===== src/rtl/top_result_fifo.sv =====
// top_result_fifo: packs {bus_out, out0} into 3-bit words, buffers them in a
// small first-word-fall-through FIFO and hands them to a valid/ready consumer.
// Samples that arrive while the buffer is full are counted (saturating).
// With CHANGE_ONLY set, a sample equal to the last pushed word is skipped.
module top_result_fifo #(
    parameter int DATA_W      = 3,
    parameter int DEPTH       = 4,
    parameter int CNT_W       = 8,
    parameter bit CHANGE_ONLY = 1'b0
) (
    input  logic                     clk,
    input  logic                     rst_n,
    input  logic                     in_valid,
    input  logic                     out0,
    input  logic [1:0]               bus_out,
    output logic                     in_ready,
    output logic [DATA_W-1:0]        dout,
    output logic                     dout_valid,
    input  logic                     dout_ready,
    output logic [$clog2(DEPTH):0]   level,
    output logic [CNT_W-1:0]         drop_cnt
);

    localparam int PTR_W = $clog2(DEPTH);
    localparam int LVL_W = PTR_W + 1;

    // Elaboration-time guards on the parameter set.
    if (DATA_W != 3) begin : g_badDataW
        $error("top_result_fifo: DATA_W must be 3");
    end
    if ((DEPTH < 2) || ((DEPTH & (DEPTH - 1)) != 0)) begin : g_badDepth
        $error("top_result_fifo: DEPTH must be a power of two and at least 2");
    end

    // Storage and bookkeeping state.
    logic [DATA_W-1:0] r_mem [DEPTH];
    logic [PTR_W-1:0]  r_wptr;
    logic [PTR_W-1:0]  r_rptr;
    logic [LVL_W-1:0]  r_level;
    logic [DATA_W-1:0] r_doutHold;
    logic [DATA_W-1:0] r_lastWord;
    logic              r_lastValid;
    logic [CNT_W-1:0]  r_dropCnt;

    // Combinational decode of the current cycle.
    logic [DATA_W-1:0] w_word;
    logic              w_full;
    logic              w_empty;
    logic              w_qualify;
    logic              w_push;
    logic              w_pop;
    logic              w_drop;

    assign w_word  = {bus_out, out0};
    assign w_full  = (r_level == LVL_W'(DEPTH));
    assign w_empty = (r_level == '0);

    // Change-only mode skips a sample identical to the last word pushed;
    // the first sample after reset always qualifies.
    assign w_qualify = (CHANGE_ONLY == 1'b0) ? 1'b1
                     : (!r_lastValid || (w_word != r_lastWord));

    // in_ready comes only from registered level, so there is no path from
    // dout_ready to in_ready. A full FIFO therefore refuses a push even in
    // a cycle where the consumer pops.
    assign w_push = in_valid && !w_full && w_qualify;
    assign w_pop  = !w_empty && dout_ready;
    assign w_drop = in_valid && w_full && w_qualify;

    assign in_ready   = !w_full;
    assign dout_valid = !w_empty;
    assign level      = r_level;
    assign drop_cnt   = r_dropCnt;

    // Head word falls through while data is present; once drained, the last
    // word shown keeps being presented instead of a stale memory slot.
    assign dout = w_empty ? r_doutHold : r_mem[r_rptr];

    // Write side: store the packed word and advance the write pointer.
    always_ff @(posedge clk or negedge rst_n) begin
        if (!rst_n) begin
            for (int i = 0; i < DEPTH; i++) begin
                r_mem[i] <= '0;
            end
            r_wptr <= '0;
        end else if (w_push) begin
            r_mem[r_wptr] <= w_word;
            r_wptr        <= r_wptr + PTR_W'(1);
        end
    end

    // Read side: advance the read pointer and remember the word handed out.
    always_ff @(posedge clk or negedge rst_n) begin
        if (!rst_n) begin
            r_rptr     <= '0;
            r_doutHold <= '0;
        end else if (w_pop) begin
            r_rptr     <= r_rptr + PTR_W'(1);
            r_doutHold <= r_mem[r_rptr];
        end
    end

    // Occupancy: full/empty are decided from this count, never from pointers.
    always_ff @(posedge clk or negedge rst_n) begin
        if (!rst_n) begin
            r_level <= '0;
        end else if (w_push && !w_pop) begin
            r_level <= r_level + LVL_W'(1);
        end else if (w_pop && !w_push) begin
            r_level <= r_level - LVL_W'(1);
        end
    end

    // Last-pushed word tracking for change-only capture.
    always_ff @(posedge clk or negedge rst_n) begin
        if (!rst_n) begin
            r_lastWord  <= '0;
            r_lastValid <= 1'b0;
        end else if (CHANGE_ONLY && w_push) begin
            r_lastWord  <= w_word;
            r_lastValid <= 1'b1;
        end
    end

    // Saturating count of qualifying samples refused because the FIFO was full.
    always_ff @(posedge clk or negedge rst_n) begin
        if (!rst_n) begin
            r_dropCnt <= '0;
        end else if (w_drop && (r_dropCnt != '1)) begin
            r_dropCnt <= r_dropCnt + CNT_W'(1);
        end
    end

endmodule


===== config.mk =====
export PLATFORM = sky130hd
export DESIGN_NAME = top_result_fifo
export DESIGN_NICKNAME = d
export VERILOG_FILES = /design/src/rtl/top_result_fifo.sv
export SDC_FILE = /design/constraint.sdc
export NUM_CORES = 1
export LEC_CHECK = 0
export ABC_AREA = 1
export BUFFER_PORTS_ARGS = -buffer_cell sky130_fd_sc_hd__buf_2
export CORE_ASPECT_RATIO = 1.2
export CORE_MARGIN = 3
export CORE_UTILIZATION = 50
export DETAILED_ROUTE_END_ITERATION = 7
export PLACE_DENSITY = 0.82
export RECOVER_POWER = 25
export SYNTH_ARGS = -nofsm -noshare
export SYNTH_HDL_FRONTEND = slang
export SYNTH_SLANG_ARGS = --single-unit

===== constraint.sdc =====
create_clock -name clk -period 1.7 [get_ports clk]
set_input_delay 0.085 -clock clk [delete_from_list [all_inputs] [get_ports clk]]
set_output_delay 0.085 -clock clk [all_outputs]
set_load 0.05 [all_outputs]

; ---- Word level (Yosys, flattened, before mapping)
; Index checks and enable logic that the tools add are counted.
; Widths: inputs -> output; s select.
[classes]
shift = 0
n_mul = 0
muxes = 9
reduce_logical = 13
eq_ne = 2
n_lt_le_gt_ge = 3
addsub = 5
n_bitwise = 2
div = 0
[op_table]
columns = cell, n
row1 = $mux 3, 6
row2 = $bwmux 12, 1
row3 = $add 8x1->8 const B, 1
row4 = $ne 8x8->1 const B, 1
row5 = $logic_and 1x1->1, 7
row6 = $bmux 3 s2, 1
row7 = $demux 3 s2, 1
row8 = $ge 3x3->1 const B, 2
row9 = $not 2->3, 2
row10 = $add 2x1->2 const B, 2
row11 = $logic_not 1->1, 4
row12 = $add 3x1->3 const B, 1
row13 = $eq 3x3->1 const B, 1
row14 = $logic_not 3->1, 1
row15 = $lt 3x1->1 const B, 1
row16 = $sub 3x1->3 const B, 1
row17 = $reduce_bool 2->1, 1
[totals]
latchBits = 0
rom_bits = 0
wordCells = 43
ramBits = 0
mem_count = 0
output_inout_bits = 16
reg_bits = 30

; ---- Logic depth before layout (Yosys ltp)
; Gate-level depths: netlist of the first run.
[depth]
word_depth = 7
mapped_depth = 10
mapped_depth_nobuf = 10

; ---- Worst setup path after synthesis of the first run
; OpenSTA, ideal clock, no wires.
[synth_path]
kind = reg-to-output
start = register r_level[2], in the netlist level[2]
end = output port dout[0]
stages_incl_launch_ff = 5
arrival_time_ps = 2354
path_slack_ps = -739
path_cell_list = dfrtp_1 > inv_1 > nand2_4 > inv_1 > o21ai_0
[synth_between]
elab_chain_cells = 2
[synth_lines]
columns = element, line_no
row1 = from (decl), 39  ; logic [LVL_W-1:0] r_level;
row2 = from (signal assigned), 108  ; r_level <= r_level + LVL_W'(1);
row3 = from (signal assigned), 110  ; r_level <= r_level - LVL_W'(1);
row4 = $logic_not 3->1, 56  ; assign w_empty = (r_level == '0);
row5 = $mux 3, 77  ; assign dout = w_empty ? r_doutHold : r_mem[r_rptr];
row6 = to (decl), 17  ; output logic [DATA_W-1:0] dout,
; Every way passes these cells.

; ---- Worst setup path after layout of the first run
[layout_path]
start = register r_level[0], in the netlist level[0]
end = register r_level[2], in the netlist level[2]
[layout_between]
elab_chain_cells = 6
[layout_lines]
columns = element
row1 = branches (longest 6 deep; another with $sub 3x1->3)
; Several ways; the timed one is not identified. The select of a mux whose other input is x is not followed.
; A chain may end at the register's enable or synchronous reset.

==> results.json, run 1 <==
{
  "clk_path_buf_depth": 2,
  "yosys-top-cells-count": "nand2_1, dfrtp_1, o21ai_0, inv_1, nand3_1",
  "start_util": 0.533,
  "top_usage_layer": "met2",
  "synth_cell_types": 19,
  "numPortBuffers": 22,
  "htree_num_levels": 2,
  "cp-end-kind": "flop",
  "drc": 0,
  "worstPathArrival_ns": 1.92,
  "post-synth-top-area-cell": "dfrtp_1",
  "synthToLayoutAreaGrowth_pct": 22.6,
  "crit_family": "adder cells",
  "gr-total-overflow": 0,
  "fin_ws_ns": -0.00949,
  "final_cells": 264,
  "slowest_stage": "dfrtp_2",
  "met3_usage": 0.0388,
  "viasPerCell": 5.04,
  "gp_congestion": 0.778,
  "cap_violations": 0,
  "total_power_mw": 3.85,
  "fmax_ghz": 0.585,
  "syn-instance-count": 189,
  "synth_flop_cell": "dfrtp_1",
  "drtPass1Iterations": 4,
  "slowest_delay_ns": 0.43,
  "placed_cell_area_mm2": 0.00174,
  "slew_viol_final": 0,
  "cts_sinks": 30,
  "rsz0062_at_grt": "yes",
  "fin_area_mm2": 0.00187,
  "synth-edff-count": 0,
  "setup_viol": 1,
  "path_clk_slew_ns": 0.10,
  "grt_max_degree": 31,
  "cp-start-kind": "flop",
  "p_leak_nw": 0.972,
  "wire_per_inst_um": 12.1,
  "synth_nets": 203,
  "fin_util": 0.654,
  "max_slew_margin": 0.519,
  "cts_tree": "done",
  "powerDensity_mw_per_mm2": 2050,
  "yosys_warnings": 0,
  "critPathKind": "reg -> reg",
  "hold_viol": 0,
  "fin_crit_sh": 1.01,
  "die-area_mm2": 0.00376,
  "synth_top_area_share": 0.491,
  "dp.final_hpwl_um": 2280,
  "grt_pass1_vias": 1245,
  "path_common_cell": "nand2_4",
  "max-vdd-ir-drop_v": 0.00196,
  "synth.area.top_cells": "dfrtp_1, nand2_1, o21ai_0",
  "die_h_um": 66.6,
  "syn_avg_cell_area_um2": 8.08,
  "nets": 243,
  "numPlacedInstances": 249,
  "ys_seq_elements": 30,
  "dieWidth_um": 56.5,
  "layout-drive-gt1-share": 0.252,
  "grt_use_total": 0.183,
  "synth_most_common_cell": "nand2_1",
  "seq_area_frac_synth": 0.491,
  "cp_max_fo": 3,
  "insertion_delay_ns": 0.32,
  "antenna_found_initial": 0,
  "async_flop_share": 1.00,
  "worst-path-buf-inv": 1,
  "path_cells": "nor2_4 -> nand2_4 -> nand2_4 -> ha_4 -> inv_4 -> fa_2 -> nand2_2 -> nand3_2 -> xor2_1",
  "root_buffer": "clkbuf_4",
  "grt_pass1_wl_um": 5400,
  "min_period_ns": 1.71,
  "syn_area_mm2": 0.00153,
  "antennaDiodeCount": 0,
  "status": "finished, violations left",
  "cts-buffers-inserted": 5,
  "clock_skew_ns": 0.0151,
  "wl_um": 3180,
  "grtUsageMet1": 0.238,
  "timing_worst_slew_pin_value_ns": 0.722,
  "failed_checks": "setup timing",
  "ant_nets": 0,
  "rows": 21,
  "drtIter0Drc": 40,
  "hp-class": "in -> reg",
  "core_region_area_mm2": 0.00286,
  "critical_path_required_ns": 1.92,
  "met2_usage": 0.299,
  "vias": 1331,
  "io_pins": 23
}
[worst min-delay path: cells and delay by family]
kind                   cells  cell delay [ns]
AO/OA/AOI/OAI              1             0.15
buffers and inverters      2             0.13
[final cells by class]
cell class | count | area [um2]
Multi-Input combinational cell | 139 | 738
Tap cell | 34 | 42.5
Fill cell | 262 | 991
Inverter | 19 | 73.8
Sequential cell | 30 | 756
Clock buffer | 8 | 48.8
Timing Repair Buffer | 34 | 214
[sequential cells by signal (all words and copies together), names as in the netlist]
name / flops
r_rptr: 2
r_mem: 12
drop_cnt: 8
level: 3
r_wptr: 2
r_doutHold: 3
[routing by layer]
layer / vias to the layer above / wire [um]
met1: 626 / 1430
met4: 0 / 27
met3: 4 / 157
met2: 26 / 1560
met5: - / 0
li1: 675 / -
[logic make-up (layout without fill, tap and decap cells)]
family	after synthesis	count (layout)	synth area share
compound gates	26	26	0.0925
xor+xnor	6	6	0.0344
fa+ha+maj	7	7	0.0622
buf+inv	20	61	0.0500
flops	30	30	0.491
simple gates	100	100	0.269
[metrics by stage]
stage | setup WS (ns) | TNS [ns] | hold WS, ns
finish | -0.00949 | -0.00949 | 0.0759
global route | -0.0833 | -0.245 | 0.0963
CTS | 0.0252 | 0 | 0.0813
detailed placement | -0.00770 | -0.00770 | 0.154
global placement | 0.0363 | 0 | 0.158
floorplan | -0.263 | -0.634 | -0.211
[cell usage in the layout, fill, tap and decap left out, types with 5 or more instances in the layout]
cell	instances
buf_4	13
dfrtp_1	26
nand3_1	10
ha_1	5
inv_1	15
nor2_1	9
o21ai_0	19
buf_2	18
nand2_1	73
clkbuf_4	5
[path summary, 6_finish.rpt]
path                       slack [ns]        from  cells past startpoint         to
setup / recovery               -0.009    level[0]                      9   level[2]
hold / removal                   0.08  bus_out[0]                      3   r_mem[1]
setup reg to reg               -0.009    level[0]                      9   level[2]
hold reg to reg                  0.50   r_mem[10]                      2  r_mem[10]
max in group asynchronous        0.83       rst_n                      2  r_rptr[0]
min in group asynchronous        0.36       rst_n                      2  r_wptr[1]
[where the power goes]
group          switching, mW  internal [mW]  total (mW)
clock                  0.224          0.165       0.389
sequential             0.283           1.02        1.30
combinational           1.42          0.738        2.16
total                   1.92           1.92        3.85
[what timing repair did]
action,4_1_cts,5_1_grt
endpoints found under the hold margin,30,0
hold buffers,1,0
pin swaps,1,7
setup endpoints to repair,4,5
resized for setup,3,8
setup buffers,2,4
Power figures use the tool's default switching activity.
==> run 2, diff against run 1 <==
CORE_UTILIZATION = 55   (was 50)
CTS_BUF_LIST = sky130_fd_sc_hd__clkbuf_4 sky130_fd_sc_hd__clkbuf_8 sky130_fd_sc_hd__clkbuf_16   (was unset)
PLACE_DENSITY = 0.85   (was 0.82)
clock period = 2.1 ns   (was 1.7 ns; I/O delays follow)
==> results.json, run 2 (synthesized netlist as in run 1, its figures left out) <==
{
  "status": "finished, violations left",
  "failed_checks": "capacitance limit, slew limit",
  "fin_util": 0.676,
  "setup_viol": 0,
  "viasPerCell": 4.99,
  "critPathKind": "reg -> reg",
  "cts_sinks": 30,
  "fin_ws_ns": 0.219,
  "fillers": 239,
  "largest_reg_flops": 12,
  "hold_viol": 0,
  "fmax_ghz": 0.532,
  "hp-class": "in -> reg",
  "slew_viol_final": 31,
  "antennaDiodeCount": 0,
  "start_util": 0.587,
  "min_to": "r_rptr[0]",
  "die_h_um": 63.7,
  "cap_violations": 1,
  "slowest_stage": "dfrtp_2",
  "mostFrequentLayoutCells": "nand2_1, dfrtp_1, o21ai_0",
  "regArea_um2": 754,
  "cts_tree": "done",
  "p_leak_nw": 0.926,
  "htree_num_levels": 2,
  "whs_path_depth": 3,
  "drc": 0,
  "path_cells": "nor2_4 -> nand2_4 -> nand2_4 -> ha_1 -> inv_1 -> fa_1 -> inv_1 -> nand2_1 -> nand3_1 -> xor2_1",
  "cp-end-kind": "flop",
  "worst-path-buf-inv": 2,
  "drtPass1Iterations": 4,
  "grtUsageMet1": 0.220,
  "insertion_delay_ns": 0.34,
  "root_buffer": "clkbuf_4",
  "timing.rr.end": "level[2]",
  "die-area_mm2": 0.00345,
  "whs_ns": 0.0786,
  "wl_um": 2890,
  "timing_worst_slew_pin_value_ns": 1.58,
  "grt_pass1_wl_um": 4960,
  "powerDensity_mw_per_mm2": 1640,
  "multiInputGateArea_um2": 706,
  "gr-total-overflow": 0,
  "met2_usage": 0.339,
  "rows": 20,
  "worstPathArrival_ns": 2.15,
  "wire_per_inst_um": 11.4,
  "top_usage_layer": "met2",
  "crit_family": "adder cells",
  "numPortBuffers": 22,
  "antenna_found_initial": 0,
  "fin_crit_sh": 0.896,
  "r2r_slack_ns": 0.22,
  "max-vdd-ir-drop_v": 0.00101,
  "r2r_cells": 10,
  "grt_max_degree": 31,
  "hold_start": "dout_ready",
  "slowest_delay_ns": 0.46,
  "io_pins": 23,
  "vias": 1262,
  "dieWidth_um": 54.1,
  "nets": 233,
  "drtIter0Drc": 23,
  "rsz0062_at_grt": "no",
  "core_region_area_mm2": 0.00260,
  "clock_skew_ns": 0.0164,
  "cts-buffers-inserted": 5,
  "clk_path_buf_depth": 2,
  "gp_congestion": 0.781,
  "cp_max_fo": 9,
  "post-place-ws_ns": 0.173,
  "min_period_ns": 1.88,
  "cp-start-kind": "flop",
  "largest_register": "r_mem",
  "grt_use_total": 0.201,
  "critical_path_required_ns": 2.37,
  "layout-drive-gt1-share": 0.177,
  "layout_commonest_cell": "nand2_1",
  "timing.rr.start": "level[0]",
  "synthToLayoutAreaGrowth_pct": 15.2,
  "ant_nets": 0,
  "grt_pass1_vias": 1176,
  "path_clk_slew_ns": 0.10,
  "max_slew_margin": -0.0508,
  "total_power_mw": 2.88,
  "met3_usage": 0.0513,
  "dp.final_hpwl_um": 2150
}
[run 2: changes by cell type in the layout (fill, tap and decap cells not counted), sizes merged]
| cell | change |
|---|---|
| buf | -10 |
[run 2: worst max path at each step]
| stage | from | endpoint | slack, ns | depth (start not counted) |
|---|---|---|---|---|
| floorplan | level[2] | dout[0] | -0.14 | 4 |
| global placement | level[1] | level[2] | 0.22 | 9 |
| detailed placement | level[1] | level[2] | 0.17 | 9 |
| CTS | level[0] | level[2] | 0.16 | 10 |
| global route | level[0] | level[2] | 0.02 | 10 |
| finish | level[0] | level[2] | 0.22 | 10 |
[run 2: area by class of cell]
type	instances	area share
clock buffer	8	0.0341
inverter	19	0.0405
multi-input combinational	139	0.401
sequential	30	0.429
tap	33	0.0235
timing repair buffer	24	0.0718
[run 2: tightest hold or removal path: stages]
cell and delay [ns]:
buf_2 0.12, a21oi_1 0.07, nor2_1 0.08
[run 2: stage by stage]
step,TNS [ns],cells,area (um2)
after floorplan,-0.424,189,1530
after global placement,0,243,1680
after detailed placement,0,243,1680
after CTS,0,252,1750
after global routing,0,253,1760
final,0,253,1760
[run 2: what timing repair did]
action | 4_1_cts | 5_1_grt
hold buffers | 1 | 0
setup buffers | 0 | 1
resized for setup | 0 | 1
endpoints found under the hold margin | 30 | 0
setup endpoints to repair | 0 | 1
[run 2: per-layer routing]
| metal | wire, um | part of all wire | vias to the layer above |
|---|---|---|---|
| li1 | - | - | 656 |
| met1 | 1190 | 0.41 | 577 |
| met2 | 1500 | 0.52 | 22 |
| met3 | 122 | 0.042 | 7 |
| met4 | 75 | 0.026 | 0 |
| met5 | 0 | 0 | - |
[run 2: report_power, final]
group	switching (mW)	total (mW)	internal, mW
Combinational	1.04	1.47	0.426
Clock	0.183	0.354	0.172
Sequential	0.239	1.06	0.825
Total	1.46	2.88	1.42
